[src/rtl/gerador_eventos_lampada.sv]
// -----------------------------------------------------------------------------
// gerador_eventos_lampada
//
// Event generator and timing controller for the automatic-lighting lamp FSM.
// Synchronizes the raw push-button and infrared inputs, debounces the button,
// measures press duration and runs the inactivity timer. It produces the lamp
// FSM condition inputs: one-cycle events a/b/c and the presence level d.
//
// Ports:
//   clk          in   system clock
//   rst          in   asynchronous, active-high reset
//   botao        in   raw push-button (1 = pressed), asynchronous to clk
//   infra        in   raw infrared presence sensor (1 = presence), asynchronous
//   enable_sub_3 in   lamp-on-automatic indication, enables inactivity timer
//   a            out  one-cycle pulse: press held for T_LONG_MS
//   b            out  one-cycle pulse: release with T_SHORT_MS < dur < T_LONG_MS
//   c            out  one-cycle pulse: inactivity reached T_INACT_MS
//   d            out  level: synchronized infra (2-cycle latency)
// -----------------------------------------------------------------------------
module gerador_eventos_lampada #(
    parameter int TICKS_PER_MS = 1000,
    parameter int DEB_MS       = 20,
    parameter int T_SHORT_MS   = 300,
    parameter int T_LONG_MS    = 5000,
    parameter int T_INACT_MS   = 30000
) (
    input  logic clk,
    input  logic rst,
    input  logic botao,
    input  logic infra,
    input  logic enable_sub_3,
    output logic a,
    output logic b,
    output logic c,
    output logic d
);

    // A prescaler for TICKS_PER_MS = 1 would otherwise get a zero-width counter.
    localparam int PRE_W   = (TICKS_PER_MS > 1) ? $clog2(TICKS_PER_MS) : 1;
    localparam int DEB_W   = $clog2(DEB_MS + 1);
    localparam int PRESS_W = $clog2(T_LONG_MS + 1);
    localparam int INACT_W = $clog2(T_INACT_MS + 1);

    localparam logic [PRE_W-1:0]   PRE_LAST   = PRE_W'(TICKS_PER_MS - 1);
    localparam logic [DEB_W-1:0]   DEB_LAST   = DEB_W'(DEB_MS - 1);
    localparam logic [PRESS_W-1:0] SHORT_C    = PRESS_W'(T_SHORT_MS);
    localparam logic [PRESS_W-1:0] LONG_C     = PRESS_W'(T_LONG_MS);
    localparam logic [PRESS_W-1:0] LONG_LAST  = PRESS_W'(T_LONG_MS - 1);
    localparam logic [INACT_W-1:0] INACT_LAST = INACT_W'(T_INACT_MS - 1);

    typedef enum logic [1:0] {
        IDLE         = 2'd0,
        PRESSED      = 2'd1,
        WAIT_RELEASE = 2'd2
    } press_state_t;

    logic               botao_meta_r;
    logic               botao_sync_r;
    logic               infra_meta_r;
    logic               infra_sync_r;
    logic [PRE_W-1:0]   pre_r;
    logic               ms_tick_s;
    logic [DEB_W-1:0]   deb_cnt_r;
    logic               deb_level_r;
    logic               deb_prev_r;
    logic               deb_rise_s;
    logic               deb_fall_s;
    press_state_t       state_r;
    press_state_t       state_next_s;
    logic [PRESS_W-1:0] press_cnt_r;
    logic [PRESS_W-1:0] press_cnt_next_s;
    logic               a_next_s;
    logic               b_next_s;
    logic               a_r;
    logic               b_r;
    logic [INACT_W-1:0] inact_cnt_r;
    logic               c_r;

    // Two-flop synchronizers for both asynchronous inputs.
    always_ff @(posedge clk or posedge rst) begin
        if (rst) begin
            botao_meta_r <= 1'b0;
            botao_sync_r <= 1'b0;
            infra_meta_r <= 1'b0;
            infra_sync_r <= 1'b0;
        end else begin
            botao_meta_r <= botao;
            botao_sync_r <= botao_meta_r;
            infra_meta_r <= infra;
            infra_sync_r <= infra_meta_r;
        end
    end

    assign ms_tick_s = (pre_r == PRE_LAST);

    // Free-running 1 ms prescaler; ms_tick_s marks its last count.
    always_ff @(posedge clk or posedge rst) begin
        if (rst) begin
            pre_r <= {PRE_W{1'b0}};
        end else if (ms_tick_s) begin
            pre_r <= {PRE_W{1'b0}};
        end else begin
            pre_r <= pre_r + PRE_W'(1);
        end
    end

    // Debouncer: level flips after DEB_MS consecutive differing ms samples;
    // any agreeing cycle restarts the window.
    always_ff @(posedge clk or posedge rst) begin
        if (rst) begin
            deb_cnt_r   <= {DEB_W{1'b0}};
            deb_level_r <= 1'b0;
            deb_prev_r  <= 1'b0;
        end else begin
            deb_prev_r <= deb_level_r;
            if (botao_sync_r == deb_level_r) begin
                deb_cnt_r <= {DEB_W{1'b0}};
            end else if (ms_tick_s) begin
                if (deb_cnt_r == DEB_LAST) begin
                    deb_level_r <= ~deb_level_r;
                    deb_cnt_r   <= {DEB_W{1'b0}};
                end else begin
                    deb_cnt_r <= deb_cnt_r + DEB_W'(1);
                end
            end else begin
                deb_cnt_r <= deb_cnt_r;
            end
        end
    end

    assign deb_rise_s = deb_level_r & ~deb_prev_r;
    assign deb_fall_s = ~deb_level_r & deb_prev_r;

    // Press FSM state, press counter and registered a/b pulses.
    always_ff @(posedge clk or posedge rst) begin
        if (rst) begin
            state_r     <= IDLE;
            press_cnt_r <= {PRESS_W{1'b0}};
            a_r         <= 1'b0;
            b_r         <= 1'b0;
        end else begin
            state_r     <= state_next_s;
            press_cnt_r <= press_cnt_next_s;
            a_r         <= a_next_s;
            b_r         <= b_next_s;
        end
    end

    // Press FSM next state. A release takes priority over reaching the long
    // threshold in the same cycle, so a and b can never both fire.
    always_comb begin
        state_next_s     = state_r;
        press_cnt_next_s = press_cnt_r;
        a_next_s         = 1'b0;
        b_next_s         = 1'b0;
        case (state_r)
            IDLE: begin
                if (deb_rise_s) begin
                    state_next_s     = PRESSED;
                    press_cnt_next_s = {PRESS_W{1'b0}};
                end else begin
                    state_next_s = IDLE;
                end
            end
            PRESSED: begin
                if (deb_fall_s) begin
                    state_next_s = IDLE;
                    b_next_s     = (press_cnt_r > SHORT_C);
                end else if (ms_tick_s) begin
                    if (press_cnt_r == LONG_LAST) begin
                        // Counter saturates at T_LONG_MS.
                        press_cnt_next_s = LONG_C;
                        a_next_s         = 1'b1;
                        state_next_s     = WAIT_RELEASE;
                    end else begin
                        press_cnt_next_s = press_cnt_r + PRESS_W'(1);
                    end
                end else begin
                    state_next_s = PRESSED;
                end
            end
            WAIT_RELEASE: begin
                if (deb_fall_s) begin
                    state_next_s = IDLE;
                end else begin
                    state_next_s = WAIT_RELEASE;
                end
            end
            default: begin
                state_next_s     = IDLE;
                press_cnt_next_s = {PRESS_W{1'b0}};
            end
        endcase
    end

    // Inactivity timer: counts ms while enabled with no presence, pulses c
    // and restarts at T_INACT_MS so c repeats while conditions persist.
    always_ff @(posedge clk or posedge rst) begin
        if (rst) begin
            inact_cnt_r <= {INACT_W{1'b0}};
            c_r         <= 1'b0;
        end else if (!enable_sub_3 || infra_sync_r) begin
            inact_cnt_r <= {INACT_W{1'b0}};
            c_r         <= 1'b0;
        end else if (ms_tick_s) begin
            if (inact_cnt_r == INACT_LAST) begin
                inact_cnt_r <= {INACT_W{1'b0}};
                c_r         <= 1'b1;
            end else begin
                inact_cnt_r <= inact_cnt_r + INACT_W'(1);
                c_r         <= 1'b0;
            end
        end else begin
            c_r <= 1'b0;
        end
    end

    assign a = a_r;
    assign b = b_r;
    assign c = c_r;
    assign d = infra_sync_r;

endmodule

[config.mk]
export PLATFORM = sky130hd
export DESIGN_NAME = gerador_eventos_lampada
export DESIGN_NICKNAME = d
export VERILOG_FILES = /design/src/rtl/gerador_eventos_lampada.sv
export SDC_FILE = /design/constraint.sdc
export NUM_CORES = 1
export LEC_CHECK = 0
export BUFFER_PORTS_ARGS = -buffer_cell sky130_fd_sc_hd__buf_4
export CORE_MARGIN = 1.5
export CORE_UTILIZATION = 56
export DETAILED_ROUTE_END_ITERATION = 16
export PLACE_DENSITY = 0.77
export SETUP_SLACK_MARGIN = 0.5
export SLEW_MARGIN = 40
export SYNTH_ARGS = -nofsm -noshare
export SYNTH_HDL_FRONTEND = slang
export SYNTH_SLANG_ARGS = --single-unit
[constraint.sdc]
create_clock -name clk -period 1.9 [get_ports clk]
set_input_delay 0.095 -clock clk [delete_from_list [all_inputs] [get_ports clk]]
set_output_delay 0.095 -clock clk [all_outputs]
set_load 0.05 [all_outputs]
# After elaboration in Yosys (flattened, before gate mapping)
# Index checks and enable logic that the tools add are counted.
dict set report word_totals {
  reg_bits 54
  in_bits 5
  output_inout_bits 4
}
dict set report op_classes {
  n_addsub 4
  order_cmp 1
  n_eq_ne 11
  n_mux 27
  n_bitwise 6
  reduce_logical 7
}
# operator count
set ops {}
lappend ops {{$mux W13} 4}
lappend ops {{$mux W15} 3}
lappend ops {{$pmux W13 S3} 1}
lappend ops {{$add A15 B1 Y15 const B} 1}
lappend ops {{$eq A15 B15 Y1 const B} 1}
lappend ops {{$mux W5} 3}
lappend ops {{$add A13 B1 Y13 const B} 1}
lappend ops {{$eq A13 B13 Y1 const B} 1}
lappend ops {{$gt A13 B9 Y1 const B} 1}
lappend ops {{$add A10 B1 Y10 const B} 1}
lappend ops {{$eq A10 B10 Y1 const B} 1}
lappend ops {{$mux W1} 10}
lappend ops {{$mux W10} 1}
lappend ops {{$mux W2} 4}
lappend ops {{$ne A2 B2 Y1 const B} 3}
lappend ops {{$pmux W2 S3} 1}
lappend ops {{$add A5 B1 Y5 const B} 1}
lappend ops {{$eq A5 B5 Y1 const B} 1}
lappend ops {{$ne A4 B4 Y1 const B} 1}
lappend ops {{$not A1 Y1} 4}
lappend ops {{$reduce_and A4 Y1} 1}
lappend ops {{$reduce_bool A2 Y1} 2}
lappend ops {{$reduce_and A3 Y1} 1}
lappend ops {{$and A1 B1 Y1} 2}
lappend ops {{6 further kinds} 6}

# Depth between registers and ports, before layout
# Gate-level depths: netlist of the first run.
dict set report logic_depth {
  depth_word 5
  depth_mapped 8
  mapped_depth_nobuf 6
}

# Least setup slack after synthesis of the first run
# OpenSTA, ideal clock, no wires.
dict set report synth_timing {
  path_kind {reg2reg}
  from {register pre_r[0]}
  to {register inact_cnt_r[11]}
  arrival_ns 1.798
  path_slack_ns 0.024
  stages_incl_launch_ff 8
  n_path_buf 2
  synth_period_minus_slack_ns 1.876
  cell_sequence {dfrtp_1 > ha_1 > and3b_1 > buf_6 > a31oi_4 > buf_6 > or4_1 > a21oi_1}
}
dict set report synth_between {
  elab_chain_len 2
}
# item line
set synth_lines {}
lappend synth_lines {{from (decl)} 61} ;# logic [PRE_W-1:0] pre_r;
lappend synth_lines {{from (signal assigned)} 99} ;# pre_r <= {PRE_W{1'b0}};
lappend synth_lines {{from (signal assigned)} 101} ;# pre_r <= {PRE_W{1'b0}};
lappend synth_lines {{from (signal assigned)} 103} ;# pre_r <= pre_r + PRE_W'(1);
lappend synth_lines {{$eq A10 B10 Y1} 94} ;# assign ms_tick_s = (pre_r == PRE_LAST);
lappend synth_lines {{$reduce_bool A2 Y1 (no line)} --}
lappend synth_lines {{to (signal assigned)} 200} ;# inact_cnt_r <= {INACT_W{1'b0}};
lappend synth_lines {{to (signal assigned)} 203} ;# inact_cnt_r <= {INACT_W{1'b0}};
lappend synth_lines {{to (signal assigned)} 207} ;# inact_cnt_r <= {INACT_W{1'b0}};
lappend synth_lines {{to (decl)} 76} ;# logic [INACT_W-1:0] inact_cnt_r;
# Every way passes these cells.
# A chain may end at the register's enable or synchronous reset.

# Worst setup path after layout of the first run
dict set report layout_timing {
  from {register pre_r[3]}
  to {register inact_cnt_r[12]}
}
# Same word-level chain as after synthesis.

==> tab_implementation.tex, run 1 <==
\begin{tabular}{lr}
\hline
Metric & Value \\
\hline
\multicolumn{2}{l}{\textbf{Outcome}} \\
\quad Status & finished clean \\
\multicolumn{2}{l}{\textbf{Power}} \\
\quad Fraction of power spent switching nets & 0.230 \\
\quad Combinational share of power & 0.039 \\
\quad Reg power frac & 0.617 \\
\quad Maximum vdd drop & 358 µV \\
\quad Power per standard cell area & 479 nW/µm² \\
\quad Clock share of power & 0.344 \\
\quad Leakage component of the power & 0.00155 µW \\
\quad Internal Pwr Total & 1440 µW \\
\quad Total net switching power & 431 µW \\
\multicolumn{2}{l}{\textbf{Timing}} \\
\quad Final setup violation count & 0 \\
\quad Minimum period implied by the final worst setup slack & between 1500 and 2000 ps \\
\quad Setup TNS & 0 ps \\
\quad Count of endpoints failing hold in the final timing report & 0 \\
\quad Actual transition at the worst max-transition pin & roughly 570 ps \\
\quad Post-route fraction of the period consumed by the critical path & 0.932 \\
\quad Timing-limited maximum frequency & 565 MHz \\
\quad Max-slew violation total from the final report & 0 \\
\quad Clock Skew & roughly 13 ps \\
\quad Worst slew margin relative to its limit & 0.618 \\
\quad RSZ-0062 raised after global routing & true \\
\multicolumn{2}{l}{\textbf{Final layout}} \\
\quad Number of diodes added for antenna fixing & 0 \\
\quad Layout Nets & 371 \\
\quad Area Overhead vs Synth & 33.6\% \\
\quad Layout Utilization & 0.770 \\
\quad Share of cells above drive strength 1 & 0.376 \\
\multicolumn{2}{l}{\textbf{CTS}} \\
\quad Clock transition at the register clock pins on the worst setup and hold paths after CTS & 100 ps \\
\quad Sink count of the clock tree & 54 \\
\quad Number of H-tree branching levels & 2 \\
\quad Root Buffer Master & sky130\_fd\_sc\_hd\_\_clkbuf\_8 \\
\quad Clock tree from TritonCTS & done \\
\quad Clock buffers created by TritonCTS & 5 \\
\quad Clock insertion delay at the later pin of the skew report & 310 ps \\
\quad Maximum root-to-sink buffer count & 2 \\
\multicolumn{2}{l}{\textbf{Detailed routing}} \\
\quad Average via count per standard cell & about 6.4 \\
\quad Detailed Routing Iterations Pass 1 & 5 \\
\quad Detailed-route via count & 2752 \\
\quad Routed length per placed instance & 18.3 µm \\
\quad DRT iter0 DRCs & 339 \\
\quad Total DRC errors in the routed layout & 0 \\
\quad Antenna-violating nets left & 0 \\
\quad Total routed wirelength & 7890 µm \\
\multicolumn{2}{l}{\textbf{Synthesis}} \\
\quad Net count after synthesis & 307 \\
\quad Most area-consuming cells after synthesis & sky130\_fd\_sc\_hd\_\_dfrtp\_1 (46\%), sky130\_fd\_sc\_hd\_\_nand2\_1 (2.9\%), sky130\_fd\_sc\_hd\_\_nand3\_1 (2.9\%) \\
\quad Cell count after synthesis & 297 \\
\quad Adder-cell area share of the yosys netlist & 0.0214 \\
\quad Area fraction of the dominant cell type after synthesis & 0.462 \\
\quad Top cells by instance count after synthesis & sky130\_fd\_sc\_hd\_\_dfrtp\_1 (54), sky130\_fd\_sc\_hd\_\_nand2\_1 (23), sky130\_fd\_sc\_hd\_\_nor2\_1 (18) \\
\quad Avg Cell Area, Syn & slightly below 10 µm² \\
\quad Synthesized-area fraction occupied by ao, oa, aoi and oai cells & 0.168 \\
\quad Dominant combinational cell family by area after synthesis & simple AND/OR/NAND/NOR gates \\
\quad Post-synthesis register bit count & 54 \\
\quad Share of synthesized cell area in and, or, nand and nor gates & 0.264 \\
\quad Xor and xnor area share after synthesis & 0.0359 \\
\quad Count of synthesis-stage warnings from yosys & 0 \\
\quad Flip-flop cell with the highest count after synthesis & sky130\_fd\_sc\_hd\_\_dfrtp\_1 \\
\quad Yosys cell types & 53 \\
\quad Mapped cell area & 2930 µm² \\
\quad Part of the Yosys area used for sequential elements & 0.462 \\
\quad Library cell occupying the most area in the post-synthesis netlist & sky130\_fd\_sc\_hd\_\_dfrtp\_1 \\
\quad Mux contribution to synthesized area & 0.0111 \\
\quad Most frequently used cell type in the post-synthesis netlist & sky130\_fd\_sc\_hd\_\_dfrtp\_1 \\
\quad Post-synthesis async set-or-reset flop share & 1.00 \\
\quad Post-synth EDFFs & 0 \\
\multicolumn{2}{l}{\textbf{Global route}} \\
\quad Pin count of the biggest net entering global routing & 31 \\
\quad Total congestion overflow after global routing & 0 \\
\quad Number of global-route vias before repair & 2535 \\
\quad Global-route wire length before repair & around 12000 µm \\
\quad Tot GR Track Use & 0.279 \\
\quad Number of antenna violations at the first check in global routing & 0 \\
\multicolumn{2}{l}{\textbf{Setup path}} \\
\quad CP max FO & 6 \\
\quad Crit path cell chain & and4b\_2, buf\_6, a31oi\_4, or4\_4, a21oi\_2 \\
\quad Arrival @ worst endpoint & 2020 ps \\
\quad CP startpoint & pre\_r[3] \\
\quad Crit path largest cell delay & 500 ps \\
\quad Worst setup EP type & flip-flop \\
\quad Required time of the critical path & roughly 2200 ps \\
\quad Type of the worst setup path & reg -> reg \\
\quad Crit Reg-Reg Startpoint & pre\_r[3] \\
\quad CP startpoint kind & flip-flop \\
\quad Cell with the largest stage delay on the worst path & sky130\_fd\_sc\_hd\_\_or4\_4 \\
\multicolumn{2}{l}{\textbf{Worst hold path}} \\
\quad Hold WC Path Type & reg -> reg \\
\quad Start point of the worst min-delay path & infra\_meta\_r \\
\multicolumn{2}{l}{\textbf{Floorplan}} \\
\quad Die outline height & 75.3 µm \\
\quad Die outline width & 75.3 µm \\
\quad \# IOs & 9 \\
\quad Area inside the core boundary & 5070 µm² \\
\quad Floorplan die area & $\sim$5700 µm² \\
\quad Standard-cell rows & 26 \\
\quad Effective utilization at floorplan & 0.577 \\
\multicolumn{2}{l}{\textbf{Placement}} \\
\quad Gpl congestion & 0.847 \\
\quad Number of I/O port buffers & 8 \\
\quad Final HPWL from detailed placement & around 4300 µm \\
\multicolumn{2}{l}{\textbf{Job}} \\
\quad Max-cap violations & 0 \\
\hline
\end{tabular}
==> timing repair <==
| action | in CTS | in global routing |
|---|---|---|
| pin swaps | 13 | 25 |
| endpoints found under the hold margin | 26 | 0 |
| hold buffers | 3 | 0 |
| gates resized for setup | 39 | 33 |
| setup buffers | 27 | 9 |
| setup endpoints to repair | 47 | 47 |
| gates cloned | 3 | 1 |
==> state kept, by name, summed over array words and instances, names as in the netlist <==
signal	count
a	1
press_cnt_r	13
state_r	2
deb_cnt_r	5
deb_prev_r	1
d	1
infra_meta_r	1
botao_sync_r	1
deb_level_r	1
botao_meta_r	1
inact_cnt_r	15
pre_r	10
c	1
b	1
==> critical path: cells and delay by family, from the launching register on <==
kind,cells,cell delay [ps]
and+or+nand+nor,2,880
buffers and inverters,1,170
AOI/OAI and AO/OA,2,250
DFF,1,420
==> worst paths after layout <==
kind,slack (ps),endpoint,cells past startpoint
hold / removal,360,d,0
min in group asynchronous,390,inact_cnt_r[8],3
max in group asynchronous,960,press_cnt_r[0],4
setup / recovery,130,inact_cnt_r[12],5
hold reg to reg,360,d,0
setup reg to reg,130,inact_cnt_r[12],5
==> layout by cell type, fill, tap and decap left out, types with 4 or more instances in the layout <==
cell / Yosys / final
sky130_fd_sc_hd__o31ai_1: 9 / 6
sky130_fd_sc_hd__a21o_1: 4 / 4
sky130_fd_sc_hd__or4_4: 0 / 4
sky130_fd_sc_hd__xnor2_1: 4 / 4
sky130_fd_sc_hd__dfrtp_1: 54 / 46
sky130_fd_sc_hd__inv_1: 7 / 4
sky130_fd_sc_hd__a31oi_1: 8 / 8
sky130_fd_sc_hd__or4_1: 8 / 4
sky130_fd_sc_hd__and3_1: 6 / 5
sky130_fd_sc_hd__nand2_1: 23 / 22
sky130_fd_sc_hd__nand2b_1: 4 / 4
sky130_fd_sc_hd__buf_4: 0 / 46
sky130_fd_sc_hd__dfrtp_2: 0 / 8
sky130_fd_sc_hd__a311oi_1: 5 / 4
sky130_fd_sc_hd__a21oi_1: 16 / 8
sky130_fd_sc_hd__buf_6: 3 / 15
sky130_fd_sc_hd__xor2_1: 8 / 8
sky130_fd_sc_hd__clkbuf_8: 0 / 5
sky130_fd_sc_hd__nand4_1: 11 / 11
sky130_fd_sc_hd__o21ai_0: 8 / 5
sky130_fd_sc_hd__nor2_1: 18 / 14
sky130_fd_sc_hd__nor3_1: 7 / 4
sky130_fd_sc_hd__a21oi_2: 0 / 8
sky130_fd_sc_hd__nand3_1: 17 / 16
sky130_fd_sc_hd__nand3b_1: 4 / 4
==> metal layers <==
metal | global-route usage | vias to the layer above | wire length (µm)
li1 | - | 1263 | -
met1 | 0.393 | 1352 | 3330
met2 | 0.438 | 112 | 3950
met3 | 0.0476 | 25 | 381
met4 | 0.103 | 0 | 226
met5 | 0 | - | 0
==> power by group through the flow <==
| stage | Sequential (µW) | Clock (µW) | Combinational [µW] |
|---|---|---|---|
| 6_report | 1150 | 644 | 72.6 |
| 5_1_grt | 1150 | 698 | 80.6 |
| 4_1_cts | 1150 | 645 | 70.8 |
| 3_5_place_dp | 1180 | 0 | 59.3 |
| 3_3_place_gp | 1180 | 0 | 59.0 |
| 2_1_floorplan | 1180 | 0 | 32.7 |
==> kinds of logic (layout without fill, tap and decap cells) <==
kind of cell    Yosys count  count (layout)
simple gates            134             135
fa+ha+maj                 5               5
flops                    54              54
compound gates           70              72
mux                       3               3
buf+inv                  19              81
xor+xnor                 12              12
==> stage by stage <==
stage	instance area, µm²	cells	hold slack [ps]	setup WS [ps]	total power (µW)
CTS	3710	422	356	196	1870
detailed placement	3200	381	189	94.1	1240
global route	3910	432	363	86.5	1930
floorplan	3010	297	126	136	1210
global placement	3200	381	187	177	1240
finish	3910	432	355	129	1870
==> area by class of cell <==
type	instances	area, µm²
Sequential cell	54	1360
Inverter	7	32.5
Fill cell	316	1170
Clock buffer	6	72.6
Multi-Input combinational cell	227	1770
Timing Repair Buffer	66	569
Tap cell	70	87.6
Clock inverter	2	13.8
(Power assumes the default switching activity.)
==> run 2, diff against run 1 <==
--- a/config.mk
+++ b/config.mk
@@ -6,11 +6,13 @@
 export NUM_CORES = 1
 export LEC_CHECK = 0
 export BUFFER_PORTS_ARGS = -buffer_cell sky130_fd_sc_hd__buf_4
+export CORE_ASPECT_RATIO = 1.4
 export CORE_MARGIN = 1.5
 export CORE_UTILIZATION = 56
 export DETAILED_ROUTE_END_ITERATION = 16
 export PLACE_DENSITY = 0.77
 export SETUP_SLACK_MARGIN = 0.5
+export SKIP_CTS_REPAIR_TIMING = 1
 export SLEW_MARGIN = 40
 export SYNTH_ARGS = -nofsm -noshare
 export SYNTH_HDL_FRONTEND = slang
==> tab_implementation.tex, run 2 (synthesis gave the netlist of run 1 again) <==
\begin{tabular}{lr}
\hline
Metric & Value \\
\hline
\multicolumn{2}{l}{\textbf{Outcome}} \\
\quad Status & finished clean \\
\multicolumn{2}{l}{\textbf{Timing}} \\
\quad Timing-limited maximum frequency & 554 MHz (-1.9\%) \\
\quad Final setup violation count & 0 (unchanged) \\
\quad Actual transition at the worst max-transition pin & 570 ps (+1.25 ps) \\
\quad Worst slew margin relative to its limit & 0.620 (+0.00189) \\
\quad Clock Skew & 10.2 ps (-2.73 ps) \\
\quad Post-route fraction of the period consumed by the critical path & 0.950 (+0.0182) \\
\quad RSZ-0062 raised after global routing & true \\
\quad Setup TNS & 0 ps (unchanged) \\
\quad Minimum period implied by the final worst setup slack & 1810 ps (+34.6 ps) \\
\quad Count of endpoints failing hold in the final timing report & 0 (unchanged) \\
\quad Max-slew violation total from the final report & 0 (unchanged) \\
\multicolumn{2}{l}{\textbf{Setup path}} \\
\quad CP endpoint & inact\_cnt\_r[14] \\
\quad Required time of the critical path & 2140 ps (about the same) \\
\quad CP startpoint kind & flip-flop \\
\quad CP max FO & 6 (unchanged) \\
\quad Worst setup EP type & flip-flop \\
\quad Register-to-Register Setup Slack & 90 ps (-30 ps) \\
\quad Arrival @ worst endpoint & 2040 ps (+20 ps) \\
\quad Crit Reg-Reg Startpoint & pre\_r[0] \\
\quad Worst reg2reg path endpoint & inact\_cnt\_r[14] \\
\quad Depth of the worst register-to-register path & 6 (+1) \\
\quad CP startpoint & pre\_r[0] \\
\quad Type of the worst setup path & reg -> reg \\
\multicolumn{2}{l}{\textbf{Detailed routing}} \\
\quad Total DRC errors in the routed layout & 0 (unchanged) \\
\quad Total routed wirelength & 7840 µm (-0.62\%) \\
\quad Detailed Routing Iterations Pass 1 & 5 (unchanged) \\
\quad Average via count per standard cell & 6.48 (+1.8\%) \\
\quad Routed length per placed instance & 18.6 µm (+2.0\%) \\
\quad Antenna-violating nets left & 0 (unchanged) \\
\quad DRT iter0 DRCs & 226 (-33\%) \\
\quad Detailed-route via count & 2729 (-0.84\%) \\
\multicolumn{2}{l}{\textbf{Final layout}} \\
\quad Layout Nets & 367 (-1.1\%) \\
\quad Layout Utilization & 0.783 (+0.0124) \\
\quad Number of diodes added for antenna fixing & 0 (unchanged) \\
\quad Most common cell after layout, fill and taps aside & sky130\_fd\_sc\_hd\_\_dfrtp\_1 \\
\quad Share of cells above drive strength 1 & 0.350 (-0.0256) \\
\quad Total area of sequential cells & 1360 µm² (unchanged) \\
\quad Multi-input gate area & 1760 µm² (-0.92\%) \\
\quad Area Overhead vs Synth & 32.5\% \\
\quad Flip-flop count of the largest register, all copies and words added & 15 (unchanged) \\
\quad Largest Register & inact\_cnt\_r \\
\quad Most frequent cells in the layout & sky130\_fd\_sc\_hd\_\_dfrtp\_1 (46), sky130\_fd\_sc\_hd\_\_buf\_4 (45), sky130\_fd\_sc\_hd\_\_nand2\_1 (22) \\
\quad Registers with the most flip-flops & inact\_cnt\_r: 15 flops, press\_cnt\_r: 13 flops, pre\_r: 10 flops \\
\quad Fill count & 330 (+4.4\%) \\
\multicolumn{2}{l}{\textbf{CTS}} \\
\quad Number of H-tree branching levels & 2 (unchanged) \\
\quad Maximum root-to-sink buffer count & 2 (unchanged) \\
\quad Clock tree from TritonCTS & done \\
\quad Clock transition at the register clock pins on the worst setup and hold paths after CTS & 90 ps (about the same) \\
\quad Sink count of the clock tree & 54 (unchanged) \\
\quad Root Buffer Master & sky130\_fd\_sc\_hd\_\_clkbuf\_8 \\
\quad Clock insertion delay at the later pin of the skew report & 310 ps (about the same) \\
\quad Clock buffers created by TritonCTS & 5 (unchanged) \\
\multicolumn{2}{l}{\textbf{Worst hold path}} \\
\quad Hold WC Path Type & in -> async \\
\multicolumn{2}{l}{\textbf{Floorplan}} \\
\quad Die outline width & 64.1 µm (-15\%) \\
\quad Die outline height & 88.5 µm (+18\%) \\
\quad Standard-cell rows & 30 (+15\%) \\
\quad Effective utilization at floorplan & 0.591 (+0.0140) \\
\quad Floorplan die area & 5670 µm² (+0.11\%) \\
\quad Area inside the core boundary & 4950 µm² (-2.4\%) \\
\quad \# IOs & 9 (unchanged) \\
\multicolumn{2}{l}{\textbf{Placement}} \\
\quad Final HPWL from detailed placement & 4830 µm (+11\%) \\
\quad Gpl congestion & 0.863 (+1.8\%) \\
\quad Number of I/O port buffers & 8 (unchanged) \\
\multicolumn{2}{l}{\textbf{Power}} \\
\quad Maximum vdd drop & 516 µV (+44\%) \\
\quad Leakage component of the power & 0.00153 µW (-1.3\%) \\
\quad Power per standard cell area & 484 nW/µm² (+1.2\%) \\
\multicolumn{2}{l}{\textbf{Global route}} \\
\quad Total congestion overflow after global routing & 0 (unchanged) \\
\quad Number of global-route vias before repair & 2416 (-4.7\%) \\
\quad Tot GR Track Use & 0.257 (-0.0220) \\
\quad Number of antenna violations at the first check in global routing & 0 (unchanged) \\
\quad Met1 track utilization from global routing & 0.314 (-0.0784) \\
\quad Pin count of the biggest net entering global routing & 43 (+39\%) \\
\quad Busiest layer in global routing & met2 \\
\quad Global-route wire length before repair & 11400 µm (-5.8\%) \\
\quad Met3 track demand over resource & 0.0344 (-0.0133) \\
\quad Met2 layer usage reported by global route & 0.465 (+0.0273) \\
\multicolumn{2}{l}{\textbf{Job}} \\
\quad Max-cap violations & 0 (unchanged) \\
\hline
\end{tabular}
==> run 2: cell count changes in the layout (fill, tap and decap cells not counted), moves of 2 or more <==
cell	before	now
sky130_fd_sc_hd__a21oi_2	8	4
sky130_fd_sc_hd__or4_4	4	0
sky130_fd_sc_hd__or4_1	4	8
sky130_fd_sc_hd__nor2_1	14	12
sky130_fd_sc_hd__nor2_2	3	5
sky130_fd_sc_hd__a21oi_1	8	12
sky130_fd_sc_hd__a41oi_1	3	0
sky130_fd_sc_hd__buf_6	15	11
sky130_fd_sc_hd__a41oi_2	0	3
==> run 2: layout make-up <==
type                       instances  area share
multi-input combinational        226       0.453
sequential                        54       0.351
tap                               64      0.0207
inverter                           7     0.00968
timing repair buffer              63       0.144
clock buffer                       7      0.0223
==> run 2: power breakdown <==
| group | internal [µW] | total (µW) | switching (µW) | leakage, µW |
|---|---|---|---|---|
| sequential | 1150 | 1150 | 1.79 | 0.000718 |
| combinational | 26.7 | 73.3 | 46.7 | 0.000768 |
| clock | 290 | 650 | 360 | 0.0000443 |
==> run 2: through the flow <==
stage,power (µW),hold slack [ps],std cells,setup slack [ps],area (µm²)
global route,1940,324,421,45.1,3880
global placement,1240,74.6,381,95.8,3230
finish,1880,304,421,94.3,3880
detailed placement,1240,77.5,381,75.5,3230
CTS,1880,-263,388,45.2,3320
floorplan,1210,126,297,136,3010
==> run 2: worst min-delay path by stage <==
stage               start              to  slack [ps]
floorplan           botao    botao_meta_r         130
global placement      rst  press_cnt_r[2]          70
detailed placement    rst  press_cnt_r[6]          80
CTS                   rst  press_cnt_r[2]        -260
global route          rst  press_cnt_r[2]         320
finish                rst  press_cnt_r[2]         300
==> run 2: critical path, cell delays in order (launching register included) <==
cell and delay, ps:
sky130_fd_sc_hd__dfrtp_1 400, sky130_fd_sc_hd__ha_4 180, sky130_fd_sc_hd__and3b_2 230, sky130_fd_sc_hd__buf_6 140, sky130_fd_sc_hd__a31oi_4 120, sky130_fd_sc_hd__or4_1 530, sky130_fd_sc_hd__a21oi_1 140
==> run 2: metal layers <==
| metal | routed length, µm | share of wire |
|---|---|---|
| met1 | 3110 | 0.40 |
| met2 | 4190 | 0.53 |
| met3 | 324 | 0.041 |
| met4 | 206 | 0.026 |
| met5 | 0 | 0 |
==> run 3, diff against run 2 <==
--- a/config.mk
+++ b/config.mk
@@ -5,12 +5,14 @@
 export SDC_FILE = /design/constraint.sdc
 export NUM_CORES = 1
 export LEC_CHECK = 0
+export ABC_AREA = 1
+export ABC_CLOCK_PERIOD_IN_PS = 1900
 export BUFFER_PORTS_ARGS = -buffer_cell sky130_fd_sc_hd__buf_4
 export CORE_ASPECT_RATIO = 1.4
 export CORE_MARGIN = 1.5
 export CORE_UTILIZATION = 56
 export DETAILED_ROUTE_END_ITERATION = 16
-export PLACE_DENSITY = 0.77
+export PLACE_DENSITY = 0.73
 export SETUP_SLACK_MARGIN = 0.5
 export SKIP_CTS_REPAIR_TIMING = 1
 export SLEW_MARGIN = 40
==> tab_implementation.tex, run 3 <==
\begin{tabular}{lr}
\hline
Metric & Value \\
\hline
\multicolumn{2}{l}{\textbf{Power}} \\
\quad Maximum vdd drop & 472 µV (-8.6\%) \\
\quad Power per standard cell area & 491 nW/µm² (+1.5\%) \\
\quad Post-layout power & 1860 µW (-0.96\%) \\
\quad Leakage component of the power & 0.00172 µW (+13\%) \\
\multicolumn{2}{l}{\textbf{Final layout}} \\
\quad Registers with the most flip-flops & inact\_cnt\_r: 15 flops, press\_cnt\_r: 13 flops, pre\_r: 10 flops \\
\quad Design Area, Final & 3780 µm² (-2.4\%) \\
\quad Finished Layout Cells & 514 (+22\%) \\
\quad Share of cells above drive strength 1 & 0.237 (-0.114) \\
\quad Most frequent cells in the layout & sky130\_fd\_sc\_hd\_\_nand2\_1 (87), sky130\_fd\_sc\_hd\_\_nor2\_1 (54), sky130\_fd\_sc\_hd\_\_dfrtp\_1 (54) \\
\quad Number of diodes added for antenna fixing & 0 (unchanged) \\
\quad Largest Register & inact\_cnt\_r \\
\quad Layout Nets & 458 (+25\%) \\
\quad Area Overhead vs Synth & 22.7\% \\
\quad Flip-flop count of the largest register, all copies and words added & 15 (unchanged) \\
\quad Most common cell after layout, fill and taps aside & sky130\_fd\_sc\_hd\_\_nand2\_1 \\
\quad Layout Utilization & 0.723 (-0.0598) \\
\multicolumn{2}{l}{\textbf{Detailed routing}} \\
\quad Total DRC errors in the routed layout & 0 (unchanged) \\
\quad DRT iter0 DRCs & 279 (+23\%) \\
\quad Antenna-violating nets left & 0 (unchanged) \\
\quad Routed length per placed instance & 14.5 µm (-22\%) \\
\quad Detailed Routing Iterations Pass 1 & 6 (+1) \\
\quad Detailed-route via count & 2872 (+5.2\%) \\
\quad Average via count per standard cell & 5.59 (-14\%) \\
\quad Total routed wirelength & 7430 µm (-5.2\%) \\
\multicolumn{2}{l}{\textbf{Synthesis}} \\
\quad Adder-cell area share of the yosys netlist & 0.0203 (-0.00110) \\
\quad Cell count after synthesis & 413 (+39\%) \\
\quad Count of synthesis-stage warnings from yosys & 0 (unchanged) \\
\quad Post-synthesis register bit count & 54 (unchanged) \\
\quad Net count after synthesis & 423 (+38\%) \\
\quad Avg Cell Area, Syn & 7.47 µm² (-24\%) \\
\quad Most area-consuming cells after synthesis & sky130\_fd\_sc\_hd\_\_dfrtp\_1 (44\%), sky130\_fd\_sc\_hd\_\_nand2\_1 (13\%), sky130\_fd\_sc\_hd\_\_nor2\_1 (7.3\%) \\
\quad Xor and xnor area share after synthesis & 0.0227 (-0.0132) \\
\quad Most frequently used cell type in the post-synthesis netlist & sky130\_fd\_sc\_hd\_\_nand2\_1 \\
\quad Area fraction of the dominant cell type after synthesis & 0.438 (-0.0238) \\
\quad Post-synth EDFFs & 0 (unchanged) \\
\quad Top cells by instance count after synthesis & sky130\_fd\_sc\_hd\_\_nand2\_1 (108), sky130\_fd\_sc\_hd\_\_nor2\_1 (60), sky130\_fd\_sc\_hd\_\_inv\_1 (56) \\
\quad Yosys cell types & 31 (-42\%) \\
\quad Mux contribution to synthesized area & 0 (-0.0111) \\
\quad Part of the Yosys area used for sequential elements & 0.438 (-0.0238) \\
\quad Share of synthesized cell area in and, or, nand and nor gates & 0.365 (+0.101) \\
\quad Synthesized-area fraction occupied by ao, oa, aoi and oai cells & 0.0693 (-0.0982) \\
\quad Mapped cell area & 3090 µm² (+5.4\%) \\
\quad Library cell occupying the most area in the post-synthesis netlist & sky130\_fd\_sc\_hd\_\_dfrtp\_1 \\
\quad Dominant combinational cell family by area after synthesis & simple AND/OR/NAND/NOR gates \\
\quad Post-synthesis async set-or-reset flop share & 1.00 (unchanged) \\
\quad Flip-flop cell with the highest count after synthesis & sky130\_fd\_sc\_hd\_\_dfrtp\_1 \\
\multicolumn{2}{l}{\textbf{Timing}} \\
\quad Post-route fraction of the period consumed by the critical path & 0.864 (-0.0867) \\
\quad Minimum period implied by the final worst setup slack & 1640 ps (-165 ps) \\
\quad Final setup violation count & 0 (unchanged) \\
\quad Setup TNS & 0 ps (unchanged) \\
\quad Timing-limited maximum frequency & 609 MHz (+10\%) \\
\quad Count of endpoints failing hold in the final timing report & 0 (unchanged) \\
\quad Clock Skew & 10.9 ps (+0.718 ps) \\
\quad Worst slew margin relative to its limit & 0.596 (-0.0236) \\
\quad Max-slew violation total from the final report & 0 (unchanged) \\
\quad RSZ-0062 raised after global routing & true \\
\quad Actual transition at the worst max-transition pin & 600 ps (+29.8 ps) \\
\multicolumn{2}{l}{\textbf{Setup path}} \\
\quad Crit path largest cell delay & 380 ps (-150 ps) \\
\quad Type of the worst setup path & reg -> reg \\
\quad Crit path cell chain & ha\_2, nand2\_2, inv\_2, nand3b\_1, nor2\_4, buf\_4, buf\_12, nor2\_4, inv\_2, o21ai\_2 \\
\quad Crit Reg-Reg Startpoint & pre\_r[0] \\
\quad Depth of the worst register-to-register path & 10 (+4) \\
\quad CP startpoint & pre\_r[0] \\
\quad Arrival @ worst endpoint & 1830 ps (-210 ps) \\
\quad Required time of the critical path & 2090 ps (-50 ps) \\
\quad Cell with the largest stage delay on the worst path & sky130\_fd\_sc\_hd\_\_dfrtp\_1 \\
\quad Worst setup EP type & flip-flop \\
\quad CP max FO & 4 (-2) \\
\quad CP startpoint kind & flip-flop \\
\multicolumn{2}{l}{\textbf{Global route}} \\
\quad Total congestion overflow after global routing & 0 (unchanged) \\
\quad Global-route wire length before repair & 11300 µm (-0.98\%) \\
\quad Number of global-route vias before repair & 2611 (+8.1\%) \\
\quad Pin count of the biggest net entering global routing & 30 (-30\%) \\
\quad Tot GR Track Use & 0.237 (-0.0206) \\
\quad Number of antenna violations at the first check in global routing & 0 (unchanged) \\
\multicolumn{2}{l}{\textbf{Floorplan}} \\
\quad Area inside the core boundary & 5240 µm² (+5.7\%) \\
\quad Die outline height & 90.8 µm (+2.6\%) \\
\quad Floorplan die area & 5970 µm² (+5.2\%) \\
\quad Standard-cell rows & 31 (+3.3\%) \\
\quad Die outline width & 65.7 µm (+2.6\%) \\
\quad \# IOs & 9 (unchanged) \\
\quad Effective utilization at floorplan & 0.589 (-0.00141) \\
\multicolumn{2}{l}{\textbf{CTS}} \\
\quad Clock tree from TritonCTS & done \\
\quad Maximum root-to-sink buffer count & 2 (unchanged) \\
\quad Sink count of the clock tree & 54 (unchanged) \\
\quad Number of H-tree branching levels & 2 (unchanged) \\
\quad Root Buffer Master & sky130\_fd\_sc\_hd\_\_clkbuf\_8 \\
\quad Clock insertion delay at the later pin of the skew report & 300 ps (about the same) \\
\quad Clock buffers created by TritonCTS & 5 (unchanged) \\
\quad Clock transition at the register clock pins on the worst setup and hold paths after CTS & 100 ps (about the same) \\
\multicolumn{2}{l}{\textbf{Outcome}} \\
\quad Status & finished clean \\
\multicolumn{2}{l}{\textbf{Placement}} \\
\quad Final HPWL from detailed placement & 4830 µm (about the same) \\
\quad Number of I/O port buffers & 8 (unchanged) \\
\quad Post-place instance area & 3230 µm² (-0.12\%) \\
\quad Gpl congestion & 0.881 (+2.1\%) \\
\quad Cell count after placement & 486 (+28\%) \\
\multicolumn{2}{l}{\textbf{Worst hold path}} \\
\quad Hold WC Path Type & in -> reg \\
\quad Start point of the worst min-delay path & enable\_sub\_3 \\
\quad Cell depth of the worst hold path & 5 \\
\multicolumn{2}{l}{\textbf{Job}} \\
\quad Max-cap violations & 0 (unchanged) \\
\hline
\end{tabular}
-- run 3: changes by cell type after synthesis, moves of 7 or more --
cell / previous run / this run
sky130_fd_sc_hd__nand3_1: 17 / 33
sky130_fd_sc_hd__nand2_1: 23 / 108
sky130_fd_sc_hd__nor2_1: 18 / 60
sky130_fd_sc_hd__o31ai_1: 9 / 0
sky130_fd_sc_hd__or4_1: 8 / 0
sky130_fd_sc_hd__a31oi_1: 8 / 1
sky130_fd_sc_hd__inv_1: 7 / 56
sky130_fd_sc_hd__o21ai_0: 8 / 22
-- run 3: layer usage --
layer,global-route usage,wire (µm)
met5,0,0
met3,0.0349,313
met1,0.273,2730
met2,0.412,4040
met4,0.123,352
-- run 3: report_power, final --
part	leakage (µW)	switching, µW	internal, µW
Combinational	0.000949	67.6	29.9
Sequential	0.000731	2.20	1150
Clock	0.0000438	359	249
-- run 3: stage by stage --
step,hold WS [ps],worst slack (ps)
detailed placement,191,225
CTS,-141,191
global route,327,194
floorplan,126,514
global placement,187,254
finish,314,259
-- run 3: cells by family after synthesis --
| logic type | Yosys count |
|---|---|
| AOI/OAI and AO/OA | 41 |
| DFF | 54 |
| xor gates and xnor gates | 8 |
| and+or+nand+nor | 243 |
| adders and majority gates | 5 |
| buffers and inverters | 62 |
-- run 3: worst max-delay path, delay by kind of cell, from the launching register on --
kind	cells	cell delay, ps
flip-flops	1	380
AO/OA/AOI/OAI	1	50
AND/OR/NAND/NOR	4	430
buffers and inverters	4	450
adder cells (fa/ha/maj)	1	200
-- run 3: layout make-up --
class	count	area, µm²
Clock buffer	5	68.8
Clock inverter	2	10.0
Fill cell	384	1450
Inverter	59	233
Multi-Input combinational cell	299	1770
Sequential cell	54	1350
Tap cell	66	82.6
Timing Repair Buffer	29	274
-- run 3: path summary, 6_finish.rpt --
check	endpoint	slack, ps
min in group asynchronous	press_cnt_r[10]	420
max in group asynchronous	botao_meta_r	940
min	inact_cnt_r[9]	310
max reg2reg	deb_cnt_r[2]	260
max	deb_cnt_r[2]	260
min reg2reg	d	350
